===== config.mk =====
export PLATFORM = sky130hd
export DESIGN_NAME = mmio_timer_periph
export DESIGN_NICKNAME = d
export VERILOG_FILES = /design/src/rtl/mmio_timer_periph.sv
export SDC_FILE = /design/constraint.sdc
export NUM_CORES = 1
export LEC_CHECK = 0
export ABC_AREA = 1
export BUFFER_PORTS_ARGS = -buffer_cell sky130_fd_sc_hd__buf_2
export CAP_MARGIN = 10
export CORE_MARGIN = 2
export CORE_UTILIZATION = 64
export CTS_BUF_LIST = sky130_fd_sc_hd__clkbuf_2 sky130_fd_sc_hd__clkbuf_4 sky130_fd_sc_hd__clkbuf_8
export DETAILED_ROUTE_END_ITERATION = 10
export PLACE_DENSITY = 0.88
export REMOVE_ABC_BUFFERS = 1
export SETUP_SLACK_MARGIN = 0.05
export SLEW_MARGIN = 25
export SYNTH_ARGS = -nofsm -noshare
export SYNTH_HDL_FRONTEND = slang
export SYNTH_SLANG_ARGS = --single-unit

===== constraint.sdc =====
create_clock -name clk -period 5.2 [get_ports clk]
set_clock_uncertainty 0.2 [all_clocks]
set_input_delay 0 -clock clk [delete_from_list [all_inputs] [get_ports clk]]
set_output_delay 0 -clock clk [all_outputs]
set_load 0.05 [all_outputs]

===== src/rtl/mmio_timer_periph.sv =====
`default_nettype none
// ============================================================================
//  Module   : mmio_timer_periph
//  Purpose  : MEM-stage memory-mapped peripherals: reloadable interrupt timer,
//             LED and 7-segment digit registers, free-running SysTick counter.
//  Revision : 1.0 - initial release
// ============================================================================
module mmio_timer_periph #(
    parameter logic [31:0] BASE_ADDR = 32'h4000_0000,
    parameter int          LED_W     = 8,
    parameter int          DIGI_W    = 12
) (
    input  logic              clk,
    input  logic              reset,
    input  logic [31:0]       Address,
    input  logic [31:0]       Write_data,
    input  logic              MemRead,
    input  logic              MemWrite,
    output logic [31:0]       Read_data,
    output logic              hit,
    output logic              IRQ,
    output logic [LED_W-1:0]  LED,
    output logic [DIGI_W-1:0] digi
);

    localparam logic [2:0] c_OFF_TH      = 3'd0;
    localparam logic [2:0] c_OFF_TL      = 3'd1;
    localparam logic [2:0] c_OFF_TCON    = 3'd2;
    localparam logic [2:0] c_OFF_LED     = 3'd3;
    localparam logic [2:0] c_OFF_DIGI    = 3'd4;
    localparam logic [2:0] c_OFF_SYSTICK = 3'd5;

    logic [31:0]       r_th;
    logic [31:0]       r_tl;
    logic [2:0]        r_tcon;
    logic [LED_W-1:0]  r_led;
    logic [DIGI_W-1:0] r_digi;
    logic [31:0]       r_systick;

    logic       w_hit;
    logic [2:0] w_off;
    logic       w_we;
    logic       w_wr_th;
    logic       w_wr_tl;
    logic       w_wr_tcon;
    logic       w_wr_led;
    logic       w_wr_digi;
    logic       w_wr_systick;
    logic       w_ovf;
    logic       w_unused;

    assign w_hit        = (Address[31:5] == BASE_ADDR[31:5]);
    assign w_off        = Address[4:2];
    assign w_we         = MemWrite && w_hit;
    assign w_wr_th      = w_we && (w_off == c_OFF_TH);
    assign w_wr_tl      = w_we && (w_off == c_OFF_TL);
    assign w_wr_tcon    = w_we && (w_off == c_OFF_TCON);
    assign w_wr_led     = w_we && (w_off == c_OFF_LED);
    assign w_wr_digi    = w_we && (w_off == c_OFF_DIGI);
    assign w_wr_systick = w_we && (w_off == c_OFF_SYSTICK);
    assign w_unused     = ^Address[1:0];

    // Overflow is judged on the registered enable and count only.
    assign w_ovf = r_tcon[0] && (r_tl == 32'hFFFF_FFFF);

    always_ff @(posedge clk or negedge reset) begin
        if (!reset) begin
            r_th      <= 32'd0;
            r_tl      <= 32'd0;
            r_tcon    <= 3'd0;
            r_led     <= '0;
            r_digi    <= '0;
            r_systick <= 32'd0;
        end else begin
            if (w_wr_systick) begin
                r_systick <= Write_data;
            end else begin
                r_systick <= r_systick + 32'd1;
            end

            if (w_wr_th) begin
                r_th <= Write_data;
            end

            // A software store to TL beats both reload and increment.
            if (w_wr_tl) begin
                r_tl <= Write_data;
            end else if (r_tcon[0]) begin
                r_tl <= w_ovf ? r_th : (r_tl + 32'd1);
            end

            // A software store to TCON discards a coincident status-set.
            if (w_wr_tcon) begin
                r_tcon <= Write_data[2:0];
            end else if (w_ovf && r_tcon[1]) begin
                r_tcon[2] <= 1'b1;
            end

            if (w_wr_led) begin
                r_led <= Write_data[LED_W-1:0];
            end

            if (w_wr_digi) begin
                r_digi <= Write_data[DIGI_W-1:0];
            end
        end
    end

    always_comb begin
        Read_data = 32'd0;
        if (MemRead && w_hit) begin
            case (w_off)
                c_OFF_TH:      Read_data = r_th;
                c_OFF_TL:      Read_data = r_tl;
                c_OFF_TCON:    Read_data = {29'd0, r_tcon};
                c_OFF_LED:     Read_data = {{(32-LED_W){1'b0}}, r_led};
                c_OFF_DIGI:    Read_data = {{(32-DIGI_W){1'b0}}, r_digi};
                c_OFF_SYSTICK: Read_data = r_systick;
                default:       Read_data = 32'd0;
            endcase
        end
    end

    assign hit  = w_hit;
    assign IRQ  = r_tcon[1] & r_tcon[2];
    assign LED  = r_led;
    assign digi = r_digi;

endmodule
`default_nettype wire


# Yosys cells after proc, flatten, opt, wreduce, memory -nomap -nowiden
# Index checks and enable logic that the tools add are counted.
word_totals:
  latch_bits: 0
  mem_bits_rw: 0
  mem_bits_ro: 0
  n_memories: 0
  regBits: 119
op_classes:
  shift: 0
  reduce_logical: 13
  multipliers: 0
  n_div: 0
  eq_ne: 7
  addsub: 2
  magnitude_cmp: 0
  bitwise_logic: 1
  muxes: 8
op_table:
  columns: ["op", "n"]
  rows:
  - ["$pmux W32 S6", 1]
  - ["$mux W32", 5]
  - ["$add A32 B1 Y32 const B", 2]
  - ["$eq A32 B32 Y1 const B", 1]
  - ["$eq A27 B26 Y1 const B", 1]
  - ["$logic_and A1 B1 Y1", 10]
  - ["$eq A3 B2 Y1 const B", 2]
  - ["$eq A3 B3 Y1 const B", 2]
  - ["$reduce_bool A2 Y1", 2]
  - ["$eq A3 B1 Y1 const B", 1]
  - ["$logic_not A3 Y1", 1]
  - ["$mux W1", 2]
  - ["$and A1 B1 Y1", 1]

# Longest topological paths before layout
depth:
  depth_word: 5
  ltp_mapped: 12
  depth_no_buf: 11

# Worst setup path after synthesis
# Ideal clock, no wire load.
synth_timing:
  kind: "input -> output"
  start: "input port Address[28]"
  end: "output port Read_data[1]"
  n_path_buf: 1
  setup_slack_ns: 3.136
  t_arrival_ns: 1.864
  required_ns: 5.000
  stages: 8
  cell_sequence: "nor2_1 nand2_1 nor2_1 nand2_2 nor2_8 buf_2 nand2_1 a41oi_1"
synth_via:
  elab_chain_cells: 3
synth_lines:
  columns: ["item", "line", "rtl"]
  rows:
  - ["start: declaration", "15", "input logic [31:0] Address,"]
  - ["$eq A27 B26 Y1", "52", "assign w_hit = (Address[31:5] == BASE_ADDR[31:5]);"]
  - ["named net hit", "20", "output logic hit,"]
  - ["$logic_and A1 B1 Y1", "111", "if (MemRead && w_hit) begin"]
  - ["$mux W32", "111", null]
  - ["end: declaration", "19", "output logic [31:0] Read_data,"]
# The timed path passes the listed nets, and every way through them passes these cells.

# Worst setup path after layout
layout_timing:
  start: "input port Address[18]"
  end: "register r_tl[22]"
layout_via:
  elab_chain_cells: 4
  elab_cells_between_ends: 5
  classes_between: "1 x eq/ne; 1 x mux; 3 x reduce/logical"
layout_lines:
  columns: ["item", "line", "rtl"]
  rows:
  - ["$eq A27 B26 Y1 *", "52", null]
  - ["$logic_and A1 B1 Y1 *", "54", "assign w_we = MemWrite && w_hit;"]
  - ["$logic_and A1 B1 Y1 *", "56", "assign w_wr_tl = w_we && (w_off == c_OFF_TL);"]
  - ["$mux W32 or $reduce_bool A2 Y1 (tied branches)", null, null]
  - ["end signal: assignment", "87", "r_tl <= Write_data;"]
  - ["end signal: assignment", "89", "r_tl <= w_ovf ? r_th : (r_tl + 32'd1);"]
  - ["end: declaration", "34", "logic [31:0] r_tl;"]
# Mark *: on every way between the ends. The rest lies on a longest branch, timed or not.
# A chain may end at the register's enable or synchronous reset.

==> reports/results.ini <==
[die]
ios = 122
rows = 41
die_w_um = 117
die_h_um = 117
core_um2 = 12500
die-area_um2 = 13600
initial_core_util_pct = 64.8

[timing]
fmax_mhz = 239
post-route-period-util_pct = 80.4
fin_crit_ns = 4.18
worst_pin_slew_ns = 1.13
relSlewSlack_pct = 24.7
rsz0062_at_grt = no
finalHoldWorstSlack_ns = 0.0385
finalSetupTns_ns = 0
slew_viol_final = 0
hold_viol = 0
setup_viol = 0

[worst_setup_path]
crit_chain = dlygate4sd3_1 -> buf_2 -> nor2_1 -> dlygate4sd3_1 -> nand2_1 -> dlygate4sd3_1 -> nor2_1 -> dlygate4sd3_1 -> nand2_1 -> dlygate4sd3_1 -> nor2_1 -> nand3_1 -> nand4_1 -> nand2_1
cp.arrival_ns = 4.34
crit_path_end_kind = register
slowest_delay_ns = 0.57
critical_path.most_common_cell = dlygate4sd3_1
critPathLaunchType = input port
worstPathMaxFanout = 11
worst-path-buf-inv = 6
path_delay_family = buffers and inverters
slowest_stage = dlygate4sd3_1
cp_data_required_time_ns = 5.36
crit_type = input port to register

[clock_tree]
cts_tree = yes
clock_sinks = 119
cts_max_path_buffers = 2
clkTransAtPathRegs_ns = 0.08
post-cts-setup-buffers = 0
clkLatencyLatePin_ns = 0.49
htree_num_levels = 4
ctsHoldBuffers = 58
root_buffer = clkbuf_8
cts_buffers = 17
cts_resized = 0

[yosys]
synth_seq_area_share_pct = 36.7
ys_ff_latch = 119
synth_warnings = 0
synth.distinct_cells = 39
synth.avg_cell_area_um2 = 6.69
netlist_area_um2 = 8110
syn_inst = 1212

[drt]
via_per_inst = 6.09
routedWlPerCell_um = 18.4
dr.pass1.iters = 8
wl_um = 28500
num_vias = 9421
drt_iter0_drc = 1283
antenna_left = 0
drc_errors = 0

[min_path]
hold_class = input port to register

[power_and_ir_drop]
power_density_nw_per_um2 = 205
p_leak_nw = 4.62
vdd_drop_max_v = 0.000220

[layout]
fillers = 976
n_antenna_cell = 0
drive_above_1_share_pct = 14.9
nNetsFinal = 1433
areaGrowthSynthToFinish_pct = 19.9
mostFrequentLayoutCell = nand2_1
final_cell_area_um2 = 9730
mostFrequentLayoutCells = nand2_1 (411), nor2_1 (132), dfrtp_1 (119), buf_2 (118), inv_1 (113)

[global_route]
grt_pass1_wl_um = 45400
antenna_found_initial = 0
grt_start_max_net_pins = 76
grt_pass1_vias = 9117
grt_overflow_total = 0
grt_usage_pct = 44.1

[run]
cap_violations = 0

[status]
status = complete, no violations

[placement]
port_buffers = 119
placed_cell_area_um2 = 8700
dp_hpwl_um = 17600
gp_congestion = 1.04

## layer usage
metal / vias up / share of wire [%] / routed length (um) / global-route usage (%)
met5: - / 0 / 0 / 0
met4: 0 / 6.5 / 1860 / 29.6
met3: 198 / 13 / 3610 / 11.2
met2: 759 / 46 / 13000 / 69.0
met1: 4233 / 35 / 10000 / 54.0
li1: 4231 / - / - / -
## logic make-up (layout without fill, tap and decap cells)
kind of cell / Yosys count / in the layout / share of synthesized area, %
compound gates: 129 / 129 / 9.55
xor+xnor: 37 / 37 / 3.99
fa+ha+maj: 2 / 2 / 0.308
buf+inv: 174 / 338 / 9.05
flops: 119 / 119 / 36.7
simple gates: 751 / 751 / 40.4
## through the flow
step                power, mW  instances  util, %  worst slack, ns
global placement         1.04       1457     69.5             2.39
CTS                      1.98       1547     77.6             1.30
detailed placement       1.04       1457     69.5             2.34
global route             2.05       1548     77.7            0.992
finish                   2.00       1548     77.7             1.02
floorplan               0.972       1160        -             2.65
## worst reg2reg max path, cell delays in order, from the launching register on
cell	delay, ns
dfrtp_1	0.41
ha_1	0.24
nand2_2	0.10
nor2_4	0.15
nand2_2	0.12
nor2_4	0.64
nand3_4	0.45
nand3_1	0.26
nand4_1	0.11
nand2_1	0.12
## state kept, by name, indices dropped and copies added, names as in the netlist
signal     count
LED            8
digi          12
r_systick     32
r_tcon         3
r_th          32
r_tl          32
## power breakdown
group / switching (mW) / internal [mW] / leakage, nW / total [mW]
clock: 0.415 / 0.517 / 0.214 / 0.932
sequential: 0.0000333 / 0.925 / 1.58 / 0.925
combinational: 0.0872 / 0.0531 / 2.83 / 0.140
total: 0.502 / 1.50 / 4.62 / 2.00
## path summary, 6_finish.rpt
check	slack, ns	from	end	cells after the start
min reg2reg	0.28	r_th[21]	r_th[21]	2
min	0.04	Address[10]	r_tl[18]	10
max reg2reg	2.33	r_tl[1]	r_tl[22]	9
min in group asynchronous	0.45	reset	r_tl[21]	3
max in group asynchronous	3.24	reset	r_th[8]	4
max	1.02	Address[18]	r_tl[22]	14
## layout make-up
cell class              instances  area, um^2  area share (%)
inverters                     122         459            4.72
clock buffers                  22         284            2.92
repair buffers                184        1240            12.7
well taps                     172         215            2.21
flip-flops and latches        119        2980            30.6
clock inverters                10         145            1.49
multi-input cells             919        4410            45.3
## cells in the mapped netlist, drive strengths merged
library cell	count	area, um^2
nor3	12	65.1
clkbuf	22	82.6
buf	30	193
o22ai	16	100
a21oi	23	115
dfrtp	119	2980
a41oi	1	8.76
o211ai	2	15.0
and2	1	6.26
nand2	419	1600
xor2	29	254
a22oi	5	37.5
nand3b	4	30.0
a31oi	4	25.0
a221oi	8	70.1
ha	2	25.0
xnor2	8	70.1
nand4	55	344
nand3	114	593
o21ai	70	403
inv	120	450
nor2	145	629
clkinv	2	8.75
and3	1	6.26
Power figures use the tool's default switching activity.
